--- src/rtl/cv32e40p_sleep_ctrl.sv ---
// Sleep controller: gates the core clock after a programmable idle delay and wakes on masked sources.
// Optional 32-bit sleep-cycle counter is built when CV32E40P_SLEEP_CNT_EN is defined.

module cv32e40p_clock_gate (
  input  logic clk_i,
  input  logic rst_n,
  input  logic en_i,
  input  logic scan_cg_en_i,
  output logic clk_o
);

  logic en_latched;

  // Latch is transparent while the clock is low so the enable is stable across the high phase;
  // reset forces the gate closed immediately.
  always_latch begin
    if (!rst_n) begin
      en_latched <= 1'b0;
    end else if (!clk_i) begin
      en_latched <= en_i | scan_cg_en_i;
    end
  end

  assign clk_o = clk_i & en_latched;

endmodule

module cv32e40p_sleep_ctrl #(
  parameter int unsigned N_BUSY   = 4,
  parameter int unsigned N_WAKE   = 2,
  parameter int unsigned IDLE_DLY = 2
) (
  input  logic              clk_ungated_i,
  input  logic              rst_n,
  input  logic              scan_cg_en_i,
  output logic              clk_gated_o,
  input  logic              fetch_enable_i,
  output logic              fetch_enable_o,
  input  logic [N_BUSY-1:0] busy_i,
  input  logic              sleep_allow_i,
  input  logic [N_WAKE-1:0] wake_i,
  input  logic [N_WAKE-1:0] wake_mask_i,
  output logic              core_sleep_o,
  output logic [31:0]       sleep_cycles_o
);

  localparam int unsigned CNT_W = (IDLE_DLY == 0) ? 1 : $clog2(IDLE_DLY + 1);
  localparam logic [CNT_W-1:0] CNT_LOAD = (IDLE_DLY == 0) ? '0 : CNT_W'(IDLE_DLY - 1);

  typedef enum logic [1:0] {
    OFF   = 2'd0,
    RUN   = 2'd1,
    IDLE  = 2'd2,
    SLEEP = 2'd3
  } state_e;

  state_e           state_q, state_d;
  logic [CNT_W-1:0] cnt_q, cnt_d;
  logic             fetch_en_q, fetch_en_d;
  logic             idle;
  logic             wake_any;
  logic             sleep_ok;
  logic             clock_en;
  logic             core_sleep;

  assign idle     = ~|busy_i;
  assign wake_any = |(wake_i & wake_mask_i);
  assign sleep_ok = idle & sleep_allow_i & ~wake_any;

  assign fetch_en_d = fetch_en_q | fetch_enable_i;

  always_comb begin
    state_d    = state_q;
    cnt_d      = cnt_q;
    clock_en   = 1'b0;
    core_sleep = 1'b0;
    case (state_q)
      OFF: begin
        // Leave OFF in the same cycle the enable arrives so the clock runs from the next cycle.
        if (fetch_en_d) begin
          state_d = RUN;
        end
      end
      RUN: begin
        clock_en = 1'b1;
        if (sleep_ok) begin
          if (IDLE_DLY == 0) begin
            state_d = SLEEP;
          end else begin
            state_d = IDLE;
            cnt_d   = CNT_LOAD;
          end
        end
      end
      IDLE: begin
        clock_en = 1'b1;
        if (!sleep_ok) begin
          state_d = RUN;
        end else if (cnt_q == '0) begin
          state_d = SLEEP;
        end else begin
          cnt_d = cnt_q - CNT_W'(1);
        end
      end
      SLEEP: begin
        // Wake opens the gate combinationally so the first edge lands at the end of the wake cycle.
        clock_en   = wake_any;
        core_sleep = ~wake_any;
        if (wake_any) begin
          state_d = RUN;
        end
      end
      default: begin
        state_d = OFF;
      end
    endcase
  end

  always_ff @(posedge clk_ungated_i or negedge rst_n) begin
    if (!rst_n) begin
      state_q    <= OFF;
      cnt_q      <= '0;
      fetch_en_q <= 1'b0;
    end else begin
      state_q    <= state_d;
      cnt_q      <= cnt_d;
      fetch_en_q <= fetch_en_d;
    end
  end

  assign fetch_enable_o = fetch_en_q;
  assign core_sleep_o   = core_sleep;

  cv32e40p_clock_gate u_clock_gate (
    .clk_i        (clk_ungated_i),
    .rst_n        (rst_n),
    .en_i         (clock_en),
    .scan_cg_en_i (scan_cg_en_i),
    .clk_o        (clk_gated_o)
  );

`ifdef CV32E40P_SLEEP_CNT_EN
  logic [31:0] sleep_cnt_q, sleep_cnt_d;

  function automatic logic [31:0] sat_inc(input logic [31:0] v);
    return (v == 32'hFFFF_FFFF) ? v : v + 32'd1;
  endfunction

  always_comb begin
    sleep_cnt_d = sleep_cnt_q;
    if (state_q == SLEEP) begin
      sleep_cnt_d = sat_inc(sleep_cnt_q);
    end
  end

  always_ff @(posedge clk_ungated_i or negedge rst_n) begin
    if (!rst_n) begin
      sleep_cnt_q <= '0;
    end else begin
      sleep_cnt_q <= sleep_cnt_d;
    end
  end

  assign sleep_cycles_o = sleep_cnt_q;
`else
  assign sleep_cycles_o = '0;
`endif

endmodule

--- config.mk ---
export PLATFORM = sky130hd
export DESIGN_NAME = cv32e40p_sleep_ctrl
export DESIGN_NICKNAME = d
export VERILOG_FILES = /design/src/rtl/cv32e40p_sleep_ctrl.sv
export SDC_FILE = /design/constraint.sdc
export NUM_CORES = 1
export LEC_CHECK = 0
export BUFFER_PORTS_ARGS = -buffer_cell sky130_fd_sc_hd__buf_2
export CAP_MARGIN = 15
export CORE_ASPECT_RATIO = 0.75
export CORE_MARGIN = 4
export CORE_UTILIZATION = 35
export CTS_CLUSTER_SIZE = 40
export DETAILED_ROUTE_END_ITERATION = 12
export PLACE_DENSITY_LB_ADDON = 0.12
export SLEW_MARGIN = 20
export SYNTH_ARGS = -nofsm -noshare
export SYNTH_HDL_FRONTEND = slang
export SYNTH_SLANG_ARGS = --single-unit
--- constraint.sdc ---
create_clock -name clk_ungated_i -period 1.6 [get_ports clk_ungated_i]
set_input_delay 0.16 -clock clk_ungated_i [delete_from_list [all_inputs] [get_ports clk_ungated_i]]
set_output_delay 0.16 -clock clk_ungated_i [all_outputs]
set_load 0.005 [all_outputs]
### After elaboration in Yosys (flattened, before gate mapping)

Cells that the tools add are included.

| cells by class | value |
|---|---|
| $add $sub $neg | 1 |
| equality and inequality tests | 9 |
| muxes and demuxes | 16 |
| bitwise gates (word level) | 7 |
| reductions and logical operators | 9 |

Operator list:

| kind | count |
|---|---|
| $mux W2 | 8 |
| $ne A2 B2 Y1 const B | 5 |
| $pmux W2 S4 | 1 |
| $reduce_and A4 Y1 | 2 |
| $mux W1 | 5 |
| $eq A2 B2 Y1 const B | 2 |
| $logic_not A2 Y1 | 2 |
| $pmux W2 S2 | 1 |
| $reduce_or A2 Y1 | 2 |
| $reduce_or A4 Y1 | 1 |
| $and A1 B1 Y1 | 3 |
| $ne A3 B3 Y1 const B | 1 |
| $and A2 B2 Y2 | 1 |
| $eq A2 B1 Y1 const B | 1 |
| $or A1 B1 Y1 | 2 |
| $pmux W1 S2 | 1 |
| $reduce_bool A2 Y1 | 1 |
| $sub A2 B1 Y2 const B | 1 |
| $logic_not A1 Y1 | 1 |
| $not A1 Y1 | 1 |

| storage, ports and cells | value |
|---|---|
| register bits | 5 |
| latch bits | 1 |
| output and inout port bits | 35 |
| logic and storage cells | 46 |

### Longest topological paths before layout

Gate-level depths: netlist of the first run.

| logic depth | value |
|---|---|
| depth in word-level cells | 6 |
| depth in mapped cells | 6 |
| mapped depth without buffers | 6 |

### Cells and area by module

From an unflattened synthesis of the first run, not the netlist that was laid out.

| unflattened totals | value |
|---|---|
| cell total of the unflattened synthesis | 82 |
| area, all modules | 711.9 µm² |

By module, submodules not included:

| module | instances | cells each | area each (µm²) | seq. area each (µm²) |
|---|---|---|---|---|
| cv32e40p_sleep_ctrl | 1 | 78 | 679.4 | 125.1 |
| cv32e40p_clock_gate | 1 | 4 | 32.5 | 0.0 |

==> results of run 1 <==
-- metrics by stage --
step | setup WS [ps] | instance area [um2]
after floorplan | 0 | 816
after global placement | -153 | 723
after detailed placement | -146 | 723
after CTS | -493 | 833
after global routing | -562 | 847
final | -448 | 847
-- layout make-up --
class / instances / area (um2) / share of cell area (%)
flip-flops and latches: 6 / 140 / 16.5
repair buffers: 24 / 154 / 18.2
well taps: 22 / 27.5 / 3.25
clock buffers: 10 / 65.1 / 7.68
inverters: 6 / 22.5 / 2.66
multi-input cells: 65 / 438 / 51.7
-- state kept, by name (all words and copies together) (netlist names) --
register / cells
cnt_q: 2
state_q: 2
fetch_enable_o: 1
u_clock_gate.en_latched: 1
-- layer usage --
| metal | share of wire (%) | routed length, um | vias to the layer above | global-route usage [%] |
|---|---|---|---|---|
| li1 | - | - | 265 | - |
| met3 | 8.2 | 103 | 0 | 9.24 |
| met2 | 50 | 621 | 20 | 13.7 |
| met5 | 0 | 0 | - | 0 |
| met4 | 0 | 0 | 0 | 3.98 |
| met1 | 42 | 528 | 246 | 12.3 |
-- what timing repair did --
item | in CTS | in global routing
endpoints found under the setup margin | 4 | 4
hold endpoints to repair | 6 | 0
gates resized for setup | 7 | 1
buffers inserted | 1 | 1
hold buffers | 2 | 0
pin swaps | 2 | 2
-- power breakdown --
group          switching (mW)  leakage (nW)  internal (mW)
registers              0.0317        0.0639          0.175
logic                   0.269         0.353          0.308
clock network          0.0969        0.0445          0.230
total                   0.398         0.461          0.713
-- cells in the final DEF, fill, tap and decap left out, types with 2 or more instances in the layout --
master	n
a211oi_1	2
or2_2	2
buf_2	15
and2_1	2
inv_1	3
inv_2	3
clkbuf_1	2
mux2i_1	3
clkbuf_4	7
a22oi_1	2
dlygate4sd3_1	2
nand2_1	2
conb_1	32
ha_1	5
dfrtp_1	5
buf_4	7
-- final timing paths --
kind                                   to                    start  slack, ps
setup / recovery              clk_gated_o  u_clock_gate.en_latched       -450
hold / removal             fetch_enable_o           fetch_enable_i         60
setup reg to reg               state_q[1]               state_q[0]        -30
hold reg to reg                  cnt_q[1]                 cnt_q[1]        500
max in group gated             clock gate                    rst_n        320
max in group asynchronous        cnt_q[0]                    rst_n        610
min in group gated             clock gate                    rst_n        450
min in group asynchronous      state_q[0]                    rst_n        760
-- cells by family after synthesis --
kind of cell,count (synthesis)
buffers and inverters,38
latches,1
and+or+nand+nor,12
DFF,5
adders and majority gates,7
muxes,3
AOI/OAI and AO/OA,11
other,1
-- worst max-delay path: cells and delay by family, from the launching register on --
family | cells | cell delay, ps
latches | 2 | 320
buf+inv | 1 | 100
simple gates | 1 | 110
==> summary.txt, run 1 <==
Outcome
  – Status: finished with violations
  – Failing checks: setup timing

Die
  – Top-Level Pins: 48
  – FP Rows: 13
  – Die Width: 59.6 um
  – DIE HEIGHT: approximately 47 um
  – Die footprint: approximately 2800 um2
  – Core Area: approximately 1800 um2
  – Starting Density: approximately 39%

Global routing
  – Grt total ovfl: 0
  – First-pass GRT wire length: approximately 2000 um
  – Vias in the first global route: just under 500
  – Largest net degree at the start of global routing: 7
  – Total GRT Usage: approximately a tenth
  – Initial antenna violation count: 0

Timing
  – RSZ-0062 raised after global routing: true
  – Final setup viols: 4
  – Worst Skew: about 95 ps
  – Final Max Slew Viols: 0
  – Setup TNS: -491 ps
  – Final hold slack: 56.7 ps
  – PnR worst setup slack: -448 ps
  – Final hold viol count: 0

Clocking
  – Reg clk slew, reported paths: about 40 ps
  – CTS tree: done
  – Worst-Skew Late Latency: 350 ps

Synthesis
  – Predominant post-synthesis flop cell: dfrtp_1
  – Synth cell count leaders: 32 x buf_4, 7 x ha_1, 6 x inv_1
  – Cell count after synthesis: 78
  – Largest family of logic cells by synthesized area: buffers and inverters
  – Warnings, synthesis: 0
  – Number of synthesized register bits: 6
  – Area of the mapped netlist: between 600 and 700 um2
  – Adder-Cell Fraction of Synth Area: 12.5%
  – Synth area leaders: buf_4 34%, dfrtp_1 18%, ha_1 13%, mux2i_1 4.3%, inv_1 3.2%
  – Post-synth top area share: around a third
  – Yosys cell types: 25
  – Simple-gate share of the synthesized area: approximately an eighth
  – Synthesized area per cell: around 9 um2
  – Area leader, netlist: buf_4
  – Compound-Gate Fraction of Synth Area: 12.2%
  – Most common cell in the netlist: buf_4
  – Post-synth EDFFs: 0
  – Post-synthesis mux area share: under 10%
  – Post-Synth XOR/XNOR Area: 0%
  – Asr flop ratio synth: 83.3%

Route
  – Final wirelength: 1250 um
  – DR vias/cell: around 4
  – Antenna viol nets, final: 0
  – Vias: around 530
  – DRC Markers: 0
  – Iter 0 DRT Violations: 8
  – Pre-antenna DRT Iters: 4
  – Routed wire per std cell: 9.42 um

Finish
  – Non-Filler Instances: roughly 130
  – Antenna Cells: 0
  – Final core utilization: 46.9%
  – Total Nets Final: between 100 and 150
  – Area grow syn2layout: 21.1%
  – Fill count: 197
  – Fraction of layout cells with a size suffix above 1: 36.9%

Worst setup path
  – Crit. End Element: output pin
  – Critical path cell sequence: dlxtp_1 -> and2_1 -> buf_2
  – Worst EP required: ~1400 ps
  – Crit path DAT: 1890 ps
  – Kind of critical path: latch to output pin
  – Worst path slowest cell: dlxtp_1
  – Critical Path Start Type: latch
  – CP max FO: 1
  – Slowest stage delay, CP: 320 ps
  – Worst Reg-to-Reg Cells: 6

Pwr
  – Leakage: around 0.46 nW
  – Power Total: around 1.1 mW
  – Peak VDD IR: ~0.75 mV
  – Pwr Density: between 1000 and 1500 nW/um2

Placement
  – IO buf count: 15
  – Placed cell count: 120
  – Routability cong.: between 0.7 and 0.8
  – Final HPWL DP: approximately 1000 um

Min path
  – Hold Path Cell Cnt: 2
  – Min-Delay Path Class: input port to flop

Job
  – Number of max-cap violations: 0
Power figures use the tool's default switching activity.
==> inputs of run 2 (changes only) <==
--- a/config.mk
+++ b/config.mk
@@ -7,9 +7,11 @@
 export LEC_CHECK = 0
 export BUFFER_PORTS_ARGS = -buffer_cell sky130_fd_sc_hd__buf_2
 export CAP_MARGIN = 15
+export CELL_PAD_IN_SITES_DETAIL_PLACEMENT = 2
+export CELL_PAD_IN_SITES_GLOBAL_PLACEMENT = 2
 export CORE_ASPECT_RATIO = 0.75
 export CORE_MARGIN = 4
-export CORE_UTILIZATION = 35
+export CORE_UTILIZATION = 19
 export CTS_CLUSTER_SIZE = 40
 export DETAILED_ROUTE_END_ITERATION = 12
 export PLACE_DENSITY_LB_ADDON = 0.12
==> run 2 against run 1 <==
Compared with the run above: highest routed layer is now met4; routed wire length rose by 49%; sequential power barely moved; sequential share of layout area fell by 2.3 points; largest cell class unchanged; count of clock-buffer cells in the layout did not move; flip-flop and latch count did not move; clock skew fell by 8.6 ps; clock power rose by 65%; the flow still finishes with violations (setup timing); setup slack got worse by 23 ps; critical endpoint unchanged; total power rose by 31%.
==> summary.txt, run 2 (synthesized netlist as in run 1, its figures left out) <==
Outcome
  – Status: finished with violations
  – Failing checks: setup timing

Route
  – Pre-antenna DRT Iters: 2
  – Antenna viol nets, final: 0
  – DRC Markers: 0
  – Routed wire per std cell: 11.3 um
  – DR vias/cell: 3.41
  – Iter 0 DRT Violations: 18
  – Vias: roughly 560
  – Final wirelength: between 1500 and 2000 um

Timing
  – Final hold slack: between 70 and 80 ps
  – PnR worst setup slack: -470 ps
  – Worst Skew: roughly 87 ps
  – RSZ-0062 raised after global routing: true
  – Final Max Slew Viols: 0
  – Final hold viol count: 0
  – Final setup viols: 4

Global routing
  – Largest net degree at the start of global routing: 7
  – Vias in the first global route: between 600 and 700
  – First-pass GRT wire length: a little over 3000 um
  – Grt total ovfl: 0
  – Total GRT Usage: a little under a tenth
  – Initial antenna violation count: 0

Pwr
  – Peak VDD IR: approximately 0.38 mV
  – Leakage: just over 0.5 nW
  – Pwr Density: 1480 nW/um2
  – Power Total: 1.46 mW

Worst setup path
  – CP max FO: 1
  – Worst EP required: ~1400 ps
  – Reg2Reg Setup Slack: -10 ps
  – Crit. End Element: output pin
  – Critical Path Start Type: latch
  – Kind of critical path: latch to output pin
  – Crit path DAT: between 1500 and 2000 ps

Die
  – Top-Level Pins: 48
  – FP Rows: 18
  – Core Area: between 3000 and 4000 um2
  – Starting Density: between 20% and 30%
  – Die Width: approximately 80 um
  – DIE HEIGHT: slightly above 60 um
  – Die footprint: 4730 um2

Clocking
  – Worst-Skew Late Latency: ~330 ps
  – CTS tree: done
  – Reg clk slew, reported paths: around 40 ps

Finish
  – Antenna Cells: 0
  – Total Nets Final: roughly 140
  – Most frequent cells in the layout: 32 x conb_1, 15 x buf_2, 10 x buf_4, 7 x clkbuf_8, 5 x dfrtp_1
  – Largest regs: cnt_q (2), state_q (2)
  – Area grow syn2layout: 40.8%
  – Fraction of layout cells with a size suffix above 1: approximately two fifths
  – Commonest non-fill, non-tap cell in the layout: conb_1

Job
  – Number of max-cap violations: 0

Placement
  – Worst Setup Slack post-DPL: -125 ps
  – IO buf count: 15
  – Routability cong.: 0.678
  – Final HPWL DP: 1550 um

Min path
  – Min-Delay Path Class: input port to flop
==> run 2: worst paths after layout <==
kind                            depth (start not counted)        endpoint                    start
min in group gated                                      4      clock gate                    rst_n
max in group asynchronous                               4        cnt_q[0]                    rst_n
worst min-delay path                                    2  fetch_enable_o           fetch_enable_i
worst max-delay path                                    3     clk_gated_o  u_clock_gate.en_latched
min in group asynchronous                               4      state_q[0]                    rst_n
worst max register to register                          6      state_q[0]               state_q[0]
worst min register to register                          1        cnt_q[1]                 cnt_q[1]
max in group gated                                      4      clock gate                    rst_n
==> run 2: cell type report <==
class	count	area [um2]
Clock buffer	10	109
Fill cell	428	2440
Inverter	6	22.5
Multi-Input combinational cell	65	463
Sequential cell	6	140
Tap cell	50	62.6
Timing Repair Buffer	28	188
==> run 2: power breakdown <==
part | total, mW | switching (mW) | internal (mW)
Clock | 0.538 | 0.129 | 0.409
Combinational | 0.715 | 0.329 | 0.386
Sequential | 0.206 | 0.0299 | 0.176
==> run 2: critical path, stage by stage (launching register included) <==
cell	delay (ps)
dlxtp_1	0
dlxtp_1	340
and2_1	110
buf_2	110
==> run 2: per-layer routing <==
layer / global-route usage (%) / wire length (um) / up-vias / part of all wire, %
met5: 0 / 0 / - / 0
met4: 8.98 / 52 / 0 / 2.8
met3: 5.04 / 116 / 4 / 6.2
met2: 14.1 / 970 / 27 / 52
met1: 9.20 / 725 / 263 / 39
li1: - / - / 268 / -
==> run 2: timing repair <==
item	CTS	global route
buffers inserted	1	1
endpoints found under the hold margin	6	0
endpoints found under the setup margin	4	4
pin swaps	2	2
hold buffers	2	0
gates resized for setup	13	0
==> run 2: metrics by stage <==
step | std cells | setup TNS, ps | util [%] | instance area, um2
2_1_floorplan | 109 | 0 | - | 816
3_3_place_gp | 152 | -150 | 23.0 | 788
3_5_place_dp | 152 | -292 | 23.0 | 788
4_1_cts | 164 | -511 | 28.5 | 977
5_1_grt | 165 | -877 | 28.8 | 985
6_report | 165 | -492 | 28.8 | 985
==> inputs of run 3 (changes only) <==
--- a/config.mk
+++ b/config.mk
@@ -5,7 +5,7 @@
 export SDC_FILE = /design/constraint.sdc
 export NUM_CORES = 1
 export LEC_CHECK = 0
-export BUFFER_PORTS_ARGS = -buffer_cell sky130_fd_sc_hd__buf_2
+export BUFFER_PORTS_ARGS = -buffer_cell sky130_fd_sc_hd__clkbuf_2
 export CAP_MARGIN = 15
 export CELL_PAD_IN_SITES_DETAIL_PLACEMENT = 2
 export CELL_PAD_IN_SITES_GLOBAL_PLACEMENT = 2
==> run 3 against run 2 <==
Compared with the run above: via count up 2.1%; register-to-register slack about the same; cell area up 1.7%; count of clock-buffer cells in the layout unchanged; the flow still finishes with violations (setup timing); clock skew down 7.5 ps; flip-flop and latch count unchanged; first-iteration DRC count down 11%; final cell count unchanged; setup slack better by 20 ps; sequential power about the same.
==> summary.txt, run 3 (synthesized netlist as in run 1, its figures left out) <==
Placement
  – Placed cell count: about 150
  – IO buf count: 15
  – Routability cong.: between 0.6 and 0.7
  – Final HPWL DP: 1520 um
  – Worst Setup Slack post-DPL: -135 ps

Die
  – FP Rows: 18
  – Core Area: between 3000 and 4000 um2
  – DIE HEIGHT: 60.5 um
  – Die footprint: 4730 um2
  – Starting Density: approximately a fifth
  – Die Width: 78.1 um
  – Top-Level Pins: 48

Worst setup path
  – Kind of critical path: latch to output pin
  – Worst EP required: around 1400 ps
  – Critical Path Start Type: latch
  – Slowest stage delay, CP: ~340 ps
  – Worst path slowest cell: dlxtp_1
  – Crit. End Element: output pin
  – CP max FO: 1
  – Critical path cell sequence: dlxtp_1 -> and2_4 -> buf_6
  – Crit path DAT: 1890 ps

Timing
  – RSZ-0062 raised after global routing: true
  – Final Max Slew Viols: 0
  – PnR worst setup slack: -451 ps
  – Setup TNS: -451 ps
  – Final hold viol count: 0
  – Worst Skew: 79.0 ps
  – Final setup viols: 2

Finish
  – Commonest non-fill, non-tap cell in the layout: conb_1
  – Largest regs: cnt_q (2), state_q (2)
  – Area grow syn2layout: 43.1%
  – Non-Filler Instances: ~170
  – Fraction of layout cells with a size suffix above 1: approximately 44%
  – Most frequent cells in the layout: 32 x conb_1, 14 x clkbuf_2, 10 x buf_4, 7 x clkbuf_8, 5 x dfrtp_1
  – Antenna Cells: 0
  – Total Nets Final: 135

Pwr
  – Net Sw Power: 0.495 mW
  – Logic pwr share: 47.8%
  – Int Pwr: around 1.0 mW
  – Leakage: approximately 0.5 nW
  – Sequential power share: 13.8%
  – Peak VDD IR: 0.567 mV
  – Sw Ratio: 33.2%
  – Pwr Density: around 1500 nW/um2
  – Clock network power share: about two fifths

Route
  – DRC Markers: 0
  – Iter 0 DRT Violations: 16
  – DR vias/cell: 3.48
  – Antenna viol nets, final: 0
  – Pre-antenna DRT Iters: 2
  – Vias: 574
  – Final wirelength: around 1900 um
  – Routed wire per std cell: between 10 and 15 um

Global routing
  – First-pass GRT wire length: 2960 um
  – Vias in the first global route: between 600 and 700
  – Total GRT Usage: under 10%
  – Global routing met2 resource utilization: approximately 15%
  – Initial antenna violation count: 0
  – Grt total ovfl: 0
  – Grt met3 use: 5.34%
  – Grt met1 use: 8.73%
  – GRT Max-Usage Layer: met2
  – Largest net degree at the start of global routing: 7

Job
  – Number of max-cap violations: 0

Outcome
  – Failing checks: setup timing
  – Status: finished with violations

Clocking
  – Reg clk slew, reported paths: around 30 ps
  – Worst-Skew Late Latency: about 320 ps
  – CTS tree: done

Min path
  – Min-Delay Path Class: input port to flop
## run 3: critical path: cells and delay by family (launching register included)
family,cells,cell delay (ps)
latches,2,340
buf+inv,1,80
simple gates,1,140
## run 3: layout make-up
class	instances	area (um2)
Fill cell	415	2420
Multi-Input combinational cell	65	473
Timing Repair Buffer	28	188
Sequential cell	6	140
Clock buffer	10	115
Tap cell	50	62.6
Inverter	6	22.5
## run 3: timing repair
action,CTS,global route
hold buffers,2,0
gates cloned,0,0
endpoints found under the setup margin,4,4
buffers inserted,2,0
gates resized for setup,15,3
pin swaps,2,2
endpoints found under the hold margin,6,0
## run 3: worst paths after layout
path                                         startpoint                      end  slack, ps  depth (start not counted)
worst max-delay path            u_clock_gate.en_latched              clk_gated_o       -450                          3
worst min-delay path                     fetch_enable_i           fetch_enable_o         80                          2
worst max register to register               state_q[0]  u_clock_gate.en_latched          0                          5
worst min register to register                 cnt_q[1]                 cnt_q[1]        500                          1
max in group gated                                rst_n               clock gate        260                          4
max in group asynchronous                         rst_n           fetch_enable_o        610                          4
min in group gated                                rst_n               clock gate        490                          4
min in group asynchronous                         rst_n               state_q[1]        870                          4
## run 3: metrics by stage
step,instance area (um2),hold WS [ps],power (mW),util [%]
2_1_floorplan,816,-640,0.572,-
3_3_place_gp,788,-370,0.750,23.0
3_5_place_dp,788,-369,0.765,23.0
4_1_cts,992,82.9,1.48,29.0
5_1_grt,1000,95.5,1.63,29.2
6_report,1000,84.0,1.49,29.2
## run 3: routing by layer
metal | up-vias | wire (um)
li1 | 269 | -
met1 | 273 | 728
met2 | 30 | 956
met3 | 2 | 188
met4 | 0 | 9
met5 | - | 0
## run 3: power groups by stage
stage	Combinational, mW	Sequential (mW)	Clock (mW)
2_1_floorplan	0.356	0.200	0.0152
3_3_place_gp	0.526	0.199	0.0249
3_5_place_dp	0.538	0.202	0.0249
4_1_cts	0.711	0.204	0.565
5_1_grt	0.798	0.209	0.627
6_report	0.714	0.205	0.573
